### src/rtl/serial_subtractor_pkg.sv
// Shared definitions for the bit-serial arithmetic units.
// FSM encodings and counter sizing helper.
package serial_arith_pkg;

   typedef enum logic [1:0] {
      IDLE = 2'd0,
      RUN  = 2'd1,
      DONE = 2'd2
   } state_t;

   // Counter must hold 0..WIDTH so the last increment never wraps
   function automatic int cnt_width(input int width);
      if (width < 1)
         return 1;
      return $clog2(width + 1);
   endfunction

endpackage

### src/rtl/serial_subtractor_if.sv
// Sequencer-facing handshake and operand bus
// for the bit-serial subtractor.
interface serial_subtractor_if #(
   parameter int WIDTH = 8
);

   logic             start;
   logic [WIDTH-1:0] a;
   logic [WIDTH-1:0] b;
   logic             busy;
   logic             done;
   logic [WIDTH-1:0] diff;
   logic             borrow;

   modport master (
      output start,
      output a,
      output b,
      input  busy,
      input  done,
      input  diff,
      input  borrow
   );

   modport slave (
      input  start,
      input  a,
      input  b,
      output busy,
      output done,
      output diff,
      output borrow
   );

endinterface

### src/rtl/serial_subtractor_fs.sv
// One-bit subtractor cells: half subtractor and
// a full subtractor built from two of them.
module half_subtractor (
   input  logic a,
   input  logic b,
   output logic d,
   output logic bout
);

   assign d    = a ^ b;
   assign bout = ~a & b;

endmodule

module full_subtractor (
   input  logic a,
   input  logic b,
   input  logic bin,
   output logic d,
   output logic bout
);

   logic d1;
   logic b1;
   logic b2;

   half_subtractor u_hs0 (
      .a    (a),
      .b    (b),
      .d    (d1),
      .bout (b1)
   );

   half_subtractor u_hs1 (
      .a    (d1),
      .b    (bin),
      .d    (d),
      .bout (b2)
   );

   assign bout = b1 | b2;

endmodule

### src/rtl/serial_subtractor.sv
// Bit-serial unsigned subtractor, LSB first,
// one full-subtractor cell per clock.
module serial_subtractor
   import serial_arith_pkg::*;
#(
   parameter int WIDTH = 8
) (
   input logic          clk,
   input logic          rst_n,
   serial_subtractor_if.slave bus
);

   localparam int CW = cnt_width(WIDTH);

   state_t           state_q;
   state_t           state_d;
   logic [WIDTH-1:0] a_sr;
   logic [WIDTH-1:0] b_sr;
   logic [WIDTH-1:0] d_sr;
   logic [WIDTH-1:0] d_next;
   logic [WIDTH-1:0] diff_q;
   logic             borrow_q;
   logic             bin_q;
   logic [CW-1:0]    cnt_q;
   logic             load;
   logic             step;
   logic             last;
   logic             busy_c;
   logic             done_c;
   logic             fs_d;
   logic             fs_bout;

   full_subtractor u_fs (
      .a    (a_sr[0]),
      .b    (b_sr[0]),
      .bin  (bin_q),
      .d    (fs_d),
      .bout (fs_bout)
   );

   assign last = (cnt_q == CW'(WIDTH - 1));

   // New bit enters at the MSB; written as shifts so WIDTH=1 stays legal
   assign d_next = (d_sr >> 1)
                 | (WIDTH'(fs_d) << (WIDTH - 1));

   always_ff @(posedge clk or negedge rst_n) begin
      if (!rst_n)
         state_q <= IDLE;
      else
         state_q <= state_d;
   end

   always_comb begin
      state_d = state_q;
      load    = 1'b0;
      step    = 1'b0;
      busy_c  = 1'b0;
      done_c  = 1'b0;
      unique case (state_q)
         IDLE: begin
            if (bus.start) begin
               state_d = RUN;
               load    = 1'b1;
            end
         end
         RUN: begin
            busy_c = 1'b1;
            step   = 1'b1;
            if (last)
               state_d = DONE;
         end
         DONE: begin
            done_c = 1'b1;
            if (bus.start) begin
               state_d = RUN;
               load    = 1'b1;
            end else begin
               state_d = IDLE;
            end
         end
         default: state_d = IDLE;
      endcase
   end

   always_ff @(posedge clk or negedge rst_n) begin
      if (!rst_n) begin
         a_sr     <= '0;
         b_sr     <= '0;
         d_sr     <= '0;
         bin_q    <= 1'b0;
         cnt_q    <= '0;
         diff_q   <= '0;
         borrow_q <= 1'b0;
      end else if (load) begin
         a_sr  <= bus.a;
         b_sr  <= bus.b;
         d_sr  <= '0;
         bin_q <= 1'b0;
         cnt_q <= '0;
      end else if (step) begin
         a_sr  <= a_sr >> 1;
         b_sr  <= b_sr >> 1;
         d_sr  <= d_next;
         bin_q <= fs_bout;
         cnt_q <= cnt_q + CW'(1);
         // Visible result changes only when an operation completes
         if (last) begin
            diff_q   <= d_next;
            borrow_q <= fs_bout;
         end
      end
   end

   assign bus.busy   = busy_c;
   assign bus.done   = done_c;
   assign bus.diff   = diff_q;
   assign bus.borrow = borrow_q;

endmodule

### src/flat_wrapper.sv
// flat-port wrapper written by rule: the top's interface ports become plain ports
module serial_subtractor_flat import serial_arith_pkg::*;
#(
   parameter int WIDTH = 8
)
  (clk, rst_n, bus_start, bus_a, bus_b, bus_busy, bus_done, bus_diff, bus_borrow);
  serial_subtractor_if #(.WIDTH(WIDTH)) bus_i ();
  input logic clk;
  input logic rst_n;
  input wire logic [$bits(bus_i.start)-1:0] bus_start;
  input wire logic [$bits(bus_i.a)-1:0] bus_a;
  input wire logic [$bits(bus_i.b)-1:0] bus_b;
  output wire logic [$bits(bus_i.busy)-1:0] bus_busy;
  output wire logic [$bits(bus_i.done)-1:0] bus_done;
  output wire logic [$bits(bus_i.diff)-1:0] bus_diff;
  output wire logic [$bits(bus_i.borrow)-1:0] bus_borrow;
  assign bus_i.start = bus_start;
  assign bus_i.a = bus_a;
  assign bus_i.b = bus_b;
  assign bus_busy = bus_i.busy;
  assign bus_done = bus_i.done;
  assign bus_diff = bus_i.diff;
  assign bus_borrow = bus_i.borrow;
  serial_subtractor #(.WIDTH(WIDTH)) u_core (.clk(clk), .rst_n(rst_n), .bus(bus_i));
endmodule
### config.mk
export PLATFORM = sky130hd
export DESIGN_NAME = serial_subtractor_flat
export DESIGN_NICKNAME = d
export VERILOG_FILES = /design/src/rtl/serial_subtractor_pkg.sv /design/src/rtl/serial_subtractor_if.sv /design/src/rtl/serial_subtractor_fs.sv /design/src/rtl/serial_subtractor.sv /design/src/flat_wrapper.sv
export SDC_FILE = /design/constraint.sdc
export NUM_CORES = 1
export LEC_CHECK = 0
export ABC_AREA = 1
export BUFFER_PORTS_ARGS = -buffer_cell sky130_fd_sc_hd__buf_2
export CORE_UTILIZATION = 50
export DETAILED_ROUTE_END_ITERATION = 8
export GPL_TIMING_DRIVEN = 0
export MAX_ROUTING_LAYER = met4
export PLACE_DENSITY = 0.71
export SKIP_LAST_GASP = 1
export SLEW_MARGIN = 10
export SYNTH_ARGS = -nofsm -noshare
export SYNTH_HDL_FRONTEND = slang
export SYNTH_SLANG_ARGS = --single-unit
### constraint.sdc
create_clock -name clk -period 1.7 [get_ports clk]
set_input_delay 0.255 -clock clk [delete_from_list [all_inputs] [get_ports clk]]
set_output_delay 0.255 -clock clk [all_outputs]
set_load 0.01 [all_outputs]
* Word level (Yosys, flattened, before mapping)
Index checks and enable logic that the tools add are counted.
** Cells by class
- $add $sub $neg :: 1
- Equality and inequality tests :: 5
- Mux-type cells :: 18
- Bitwise gates (word level) :: 9
- Reduce and logical (&&, ||, !) cells :: 5
** Operators with widths (number)
- 8-bit two-way mux :: 6
- 4-bit two-way mux :: 2
- 7-bit by 8-bit OR with 8-bit output :: 1
- 1-bit two-way mux :: 7
- 2-bit one-hot mux with 3 select lines :: 1
- 4-bit by 1-bit adder with 4-bit output (second input constant) :: 1
- 4-bit by 3-bit == test with 1-bit output (second input constant) :: 1
- 2-bit two-way mux :: 2
- 1-bit inverter :: 3
- 3-bit AND reduction :: 1
- 1-bit bitwise AND :: 2
- 2-bit by 1-bit == test with 1-bit output (second input constant) :: 1
- 2-bit == test (second input constant) :: 1
- 2-bit logical NOT :: 1
- 2-bit by 1-bit inequality test with 1-bit output (second input constant) :: 1
- 2-bit inequality test (second input constant) :: 1
- 2-bit AND reduction :: 1
- 2-bit nonzero test :: 1
- 2-bit OR reduction :: 1
- 1-bit bitwise XOR :: 2
- 1-bit OR :: 1
** Storage, ports and cells
- Register bits after elaboration :: 40
- Bits of input ports :: 19
- Output and inout bits :: 11
- Logic and storage cells :: 46

* Depth between registers and ports, before layout
- Depth in word-level cells :: 6
- Gate-level depth with buffers :: 8

* Hierarchy
From an unflattened synthesis, not the netlist that was laid out.
** Unflattened totals
- Cells, all modules :: 204
- Area, all modules :: 1702.9 sq um
** By module, submodules not included
- serial_subtractor :: times used 1, cells each 195, area each 1651.6 sq um
- half_subtractor :: times used 2, cells each 3, area each 20.0 sq um
- full_subtractor :: times used 1, cells each 3, area each 11.3 sq um

* Worst setup path before layout
Ideal clock, no wire load.
- Kind :: register to register
- From :: register u_core.cnt_q[0]
- To :: register u_core.borrow_q, in the netlist u_core.bus.borrow
- Arrival time :: 1104 ps
- Data required time :: 1626 ps
- Path slack :: 522 ps
- Cell stages (with the launch flop) :: 7
- Path buffers :: 1
- Cell sequence :: dfrtp_1 ha_1 nand2_1 nor2_2 nand3_4 buf_6 o21ai_2
** Between the ends
- Cells in the longest elaborated chain, start to end :: 2
** RTL lines
- start: declaration :: RTL line serial_subtractor.sv:24 : logic [CW-1:0] cnt_q;
- start signal: assignment :: RTL line serial_subtractor.sv:106 : cnt_q <= cnt_q + CW'(1);
- 4-bit by 3-bit == test with 1-bit output :: RTL line serial_subtractor.sv:41 : assign last = (cnt_q == CW'(WIDTH - 1));
- 3-bit AND reduction (no source line)
- end signal: assignment :: RTL line serial_subtractor.sv:110 : borrow_q <= fs_bout;
- end: declaration :: RTL line serial_subtractor.sv:22 : logic borrow_q;
Every way passes these cells.
A chain may end at the register's enable or synchronous reset.

* Worst setup path after layout
- From :: register u_core.state_q[1]
- To :: output bus_busy
** Between the ends
- Cells in the longest elaborated chain, start to end :: 2
** RTL lines
- start: declaration :: RTL line serial_subtractor.sv:15 : state_t state_q;
- start signal: assignment :: RTL line serial_subtractor.sv:51 : state_q <= state_d;
- 2-bit by 1-bit == test with 1-bit output :: RTL line serial_subtractor.sv:60 : unique case (state_q)
- 1-bit two-way mux :: RTL line serial_subtractor.sv:60
- end: declaration :: RTL line flat_wrapper.sv:13 : output wire logic [$bits(bus_i.busy)-1:0] bus_busy;
Every way passes these cells.

==> results.yml <==
pwr:
  p_total_mw: 3.905
  p_per_area_nw_per_um2: 1930
  leakage_nw: 1.028
  peakVddDrop_mv: 0.8784
detailed_routing:
  ant_nets: 0
  vias_per_cell: 4.916
  drtIter0Drc: 52
  wl_per_cell_um: 12.00
  finalWirelength_um: 3131
  drc: 0
  via_count: 1283
  drt-pass1-iter-count: 4
synth:
  synth_area_sq_um: 1734
  synthAdderAreaFrac_pct: 1.876
  synth_xor_area_share_pct: 0
  synthSimpleGateAreaFrac_pct: 17.10
  ys_types: 22
  synthMuxAreaShare_pct: 0
  avgSynthCellArea_sq_um: 9.742
  synth_nets: 199
  synth_cells: 178
  yosysSeqAreaShare_pct: 56.28
  synth_top_family_by_area: "simple AND/OR/NAND/NOR gates"
  ys_warn_count: 0
  ys_ff_latch: 39
  synth-compound-area-share_pct: 16.23
final_layout:
  area_growth_pct: 16.67
  final_layout_size_suffix_gt1_share_pct: 32.09
  nFillCells: 308
  fin_nets: 235
  post-route-util_pct: 60.63
  diodes: 0
worst_setup_path:
  path_class: "reg -> out"
  cp-start-kind: "flop"
  reg2reg_setup_slack_ns: 0.37
  cp-end-kind: "output port"
  cp_max_fo: 10
  worstReg2RegEnd: "u_core.bus.diff[0]$_DFFE_PN0P_"
  reg2reg_depth: 6
  required_ns: 1.44
  arrival_ns: 1.32
  rr_startpoint: "u_core.cnt_q[0]$_DFFE_PN0P_"
clocking:
  cts_tree: "built"
  cts_made_buffers: 5
  cts_htree_levels: 2
  cts_hold_buffers: 0
  cts-resized-gates: 0
  cts-root-buf: "clkbuf_4"
  cts.clk_slew.worst_paths_ns: 0.12
  clock_latency_ns: 0.34
  clock_path_buffers: 2
  post_cts_buffers: 0
  cts.sinks: 39
placed_design:
  port_buffers: 29
  dpl.hpwl_um: 2194
  gp_congestion: 0.7634
sta:
  worstMarginPinSlew_ns: 0.8606
  drv_slew: 0
  max_freq_mhz: 633.2
  relSlewSlack_pct: 42.63
  setup_viol: 0
  period_needed_ns: 1.579
  finalHoldWorstSlack_ns: 0.005750
  rsz0062_at_grt: "no"
  period_share_pct: 92.90
  finalSetupTns_ns: 0
  fin_skew_ns: 0.003587
  hold_viol: 0
die:
  num_io_pins: 30
  core_sq_um: 3337
  num_rows: 21
  die-area_sq_um: 3708
  die_w_um: 60.89
  die_h_um: 60.89
  start_util_pct: 51.97
global_route:
  track_usage_pct: 20.50
  grt_max_degree: 40
  grt_pass1_wl_um: 5181
  antenna_found_initial: 0
  overflow: 0
  grt_pass1_vias: 1144
job:
  max-cap-violations: 0
min_path:
  hold_class: "in -> async"
outcome:
  status: "completed"
==> sequential cells by signal (all words and copies together) (netlist names) <==
register / flops
u_core.b_sr: 8
u_core.a_sr: 8
u_core.bin_q: 1
u_core.bus.diff: 8
u_core.cnt_q: 4
u_core.state_q: 2
u_core.d_sr: 7
u_core.bus.borrow: 1
==> critical path: stages (launching register included) <==
cell	delay [ns]
dfrtp_1	0.39
inv_1	0.08
nand2_1	0.10
inv_2	0.09
buf_4	0.18
buf_2	0.15
==> cells by family (layout without fill, tap and decap cells) <==
family                   Yosys count  count (layout)
flip-flops                        39              39
AND/OR/NAND/NOR                   68              68
adder cells (fa/ha/maj)            2               2
buffers and inverters             28              65
AO/OA/AOI/OAI                     41              41
==> layout make-up <==
cell class,count,area (sq um),area share (%)
Sequential cell,39,975.9,48.24
Multi-Input combinational cell,111,610.6,30.18
Timing Repair Buffer,29,145.1,7.174
Inverter,20,75.07,3.711
Buffer,8,72.57,3.587
Tap cell,46,57.56,2.845
Clock buffer,6,51.30,2.536
Clock inverter,2,35.03,1.732
==> cell usage in the layout, fill, tap and decap left out, drive strengths merged <==
cell type / Yosys / final
nand2: 48 / 48
clkbuf: 0 / 6
clkinv: 0 / 1
o21ai: 23 / 23
a21oi: 8 / 8
bufinv: 0 / 1
ha: 1 / 1
o211ai: 2 / 2
inv: 20 / 20
dfrtp: 39 / 39
nor3: 1 / 1
fa: 1 / 1
nand3: 4 / 4
o22ai: 8 / 8
buf: 8 / 37
nor2: 15 / 15
==> where the power goes <==
part | leakage [nW] | switching [mW] | total [mW] | internal [mW]
logic | 0.497 | 0.991 | 1.68 | 0.692
registers | 0.483 | 0.213 | 1.57 | 1.36
clock network | 0.0482 | 0.306 | 0.653 | 0.348
==> cells in the mapped netlist <==
| cell type | count | area [sq um] |
|---|---|---|
| a21oi_1 | 2 | 10.01 |
| a21oi_2 | 6 | 52.55 |
| buf_2 | 1 | 5.000 |
| buf_4 | 3 | 22.52 |
| buf_6 | 4 | 45.04 |
| dfrtp_1 | 39 | 975.9 |
| fa_1 | 1 | 20.02 |
| ha_1 | 1 | 12.51 |
| inv_1 | 17 | 63.81 |
| inv_2 | 3 | 11.26 |
| nand2_1 | 46 | 172.7 |
| nand2_4 | 2 | 22.52 |
| nand3_1 | 3 | 15.01 |
| nand3_4 | 1 | 17.52 |
| nor2_1 | 14 | 52.55 |
| nor2_2 | 1 | 6.260 |
| nor3_2 | 1 | 10.01 |
| o211ai_1 | 1 | 7.510 |
| o211ai_2 | 1 | 12.51 |
| o21ai_0 | 14 | 70.07 |
| o21ai_2 | 9 | 78.83 |
| o22ai_1 | 8 | 50.05 |
==> routing by layer <==
metal,vias to the layer above,wire length (um),track usage (%)
met5,-,0,-
met2,36,1519,34.07
li1,642,-,-
met3,6,144,5.757
met4,0,48,6.818
met1,599,1418,23.93
==> metrics by stage <==
step,instances,setup slack [ns],instance area (sq um)
detailed placement,253,0.3685,1937
finish,261,0.1207,2023
global route,261,0.02554,2023
floorplan,178,0.5219,1734
global placement,253,0.4043,1937
CTS,261,0.09419,2023
==> worst max-delay path by stage <==
stage                             startpoint                        endpoint  slack, ns
2_1_floorplan    u_core.cnt_q[0]$_DFFE_PN0P_   u_core.bus.borrow$_DFFE_PN0P_       0.52
3_3_place_gp     u_core.cnt_q[0]$_DFFE_PN0P_  u_core.bus.diff[0]$_DFFE_PN0P_       0.40
3_5_place_dp     u_core.cnt_q[0]$_DFFE_PN0P_  u_core.bus.diff[0]$_DFFE_PN0P_       0.37
4_1_cts        u_core.state_q[1]$_DFFE_PN0P_                        bus_busy       0.09
5_1_grt        u_core.state_q[1]$_DFFE_PN0P_                        bus_busy       0.03
6_report       u_core.state_q[1]$_DFFE_PN0P_                        bus_busy       0.12
No activity file was read; power rests on OpenSTA's default activity.
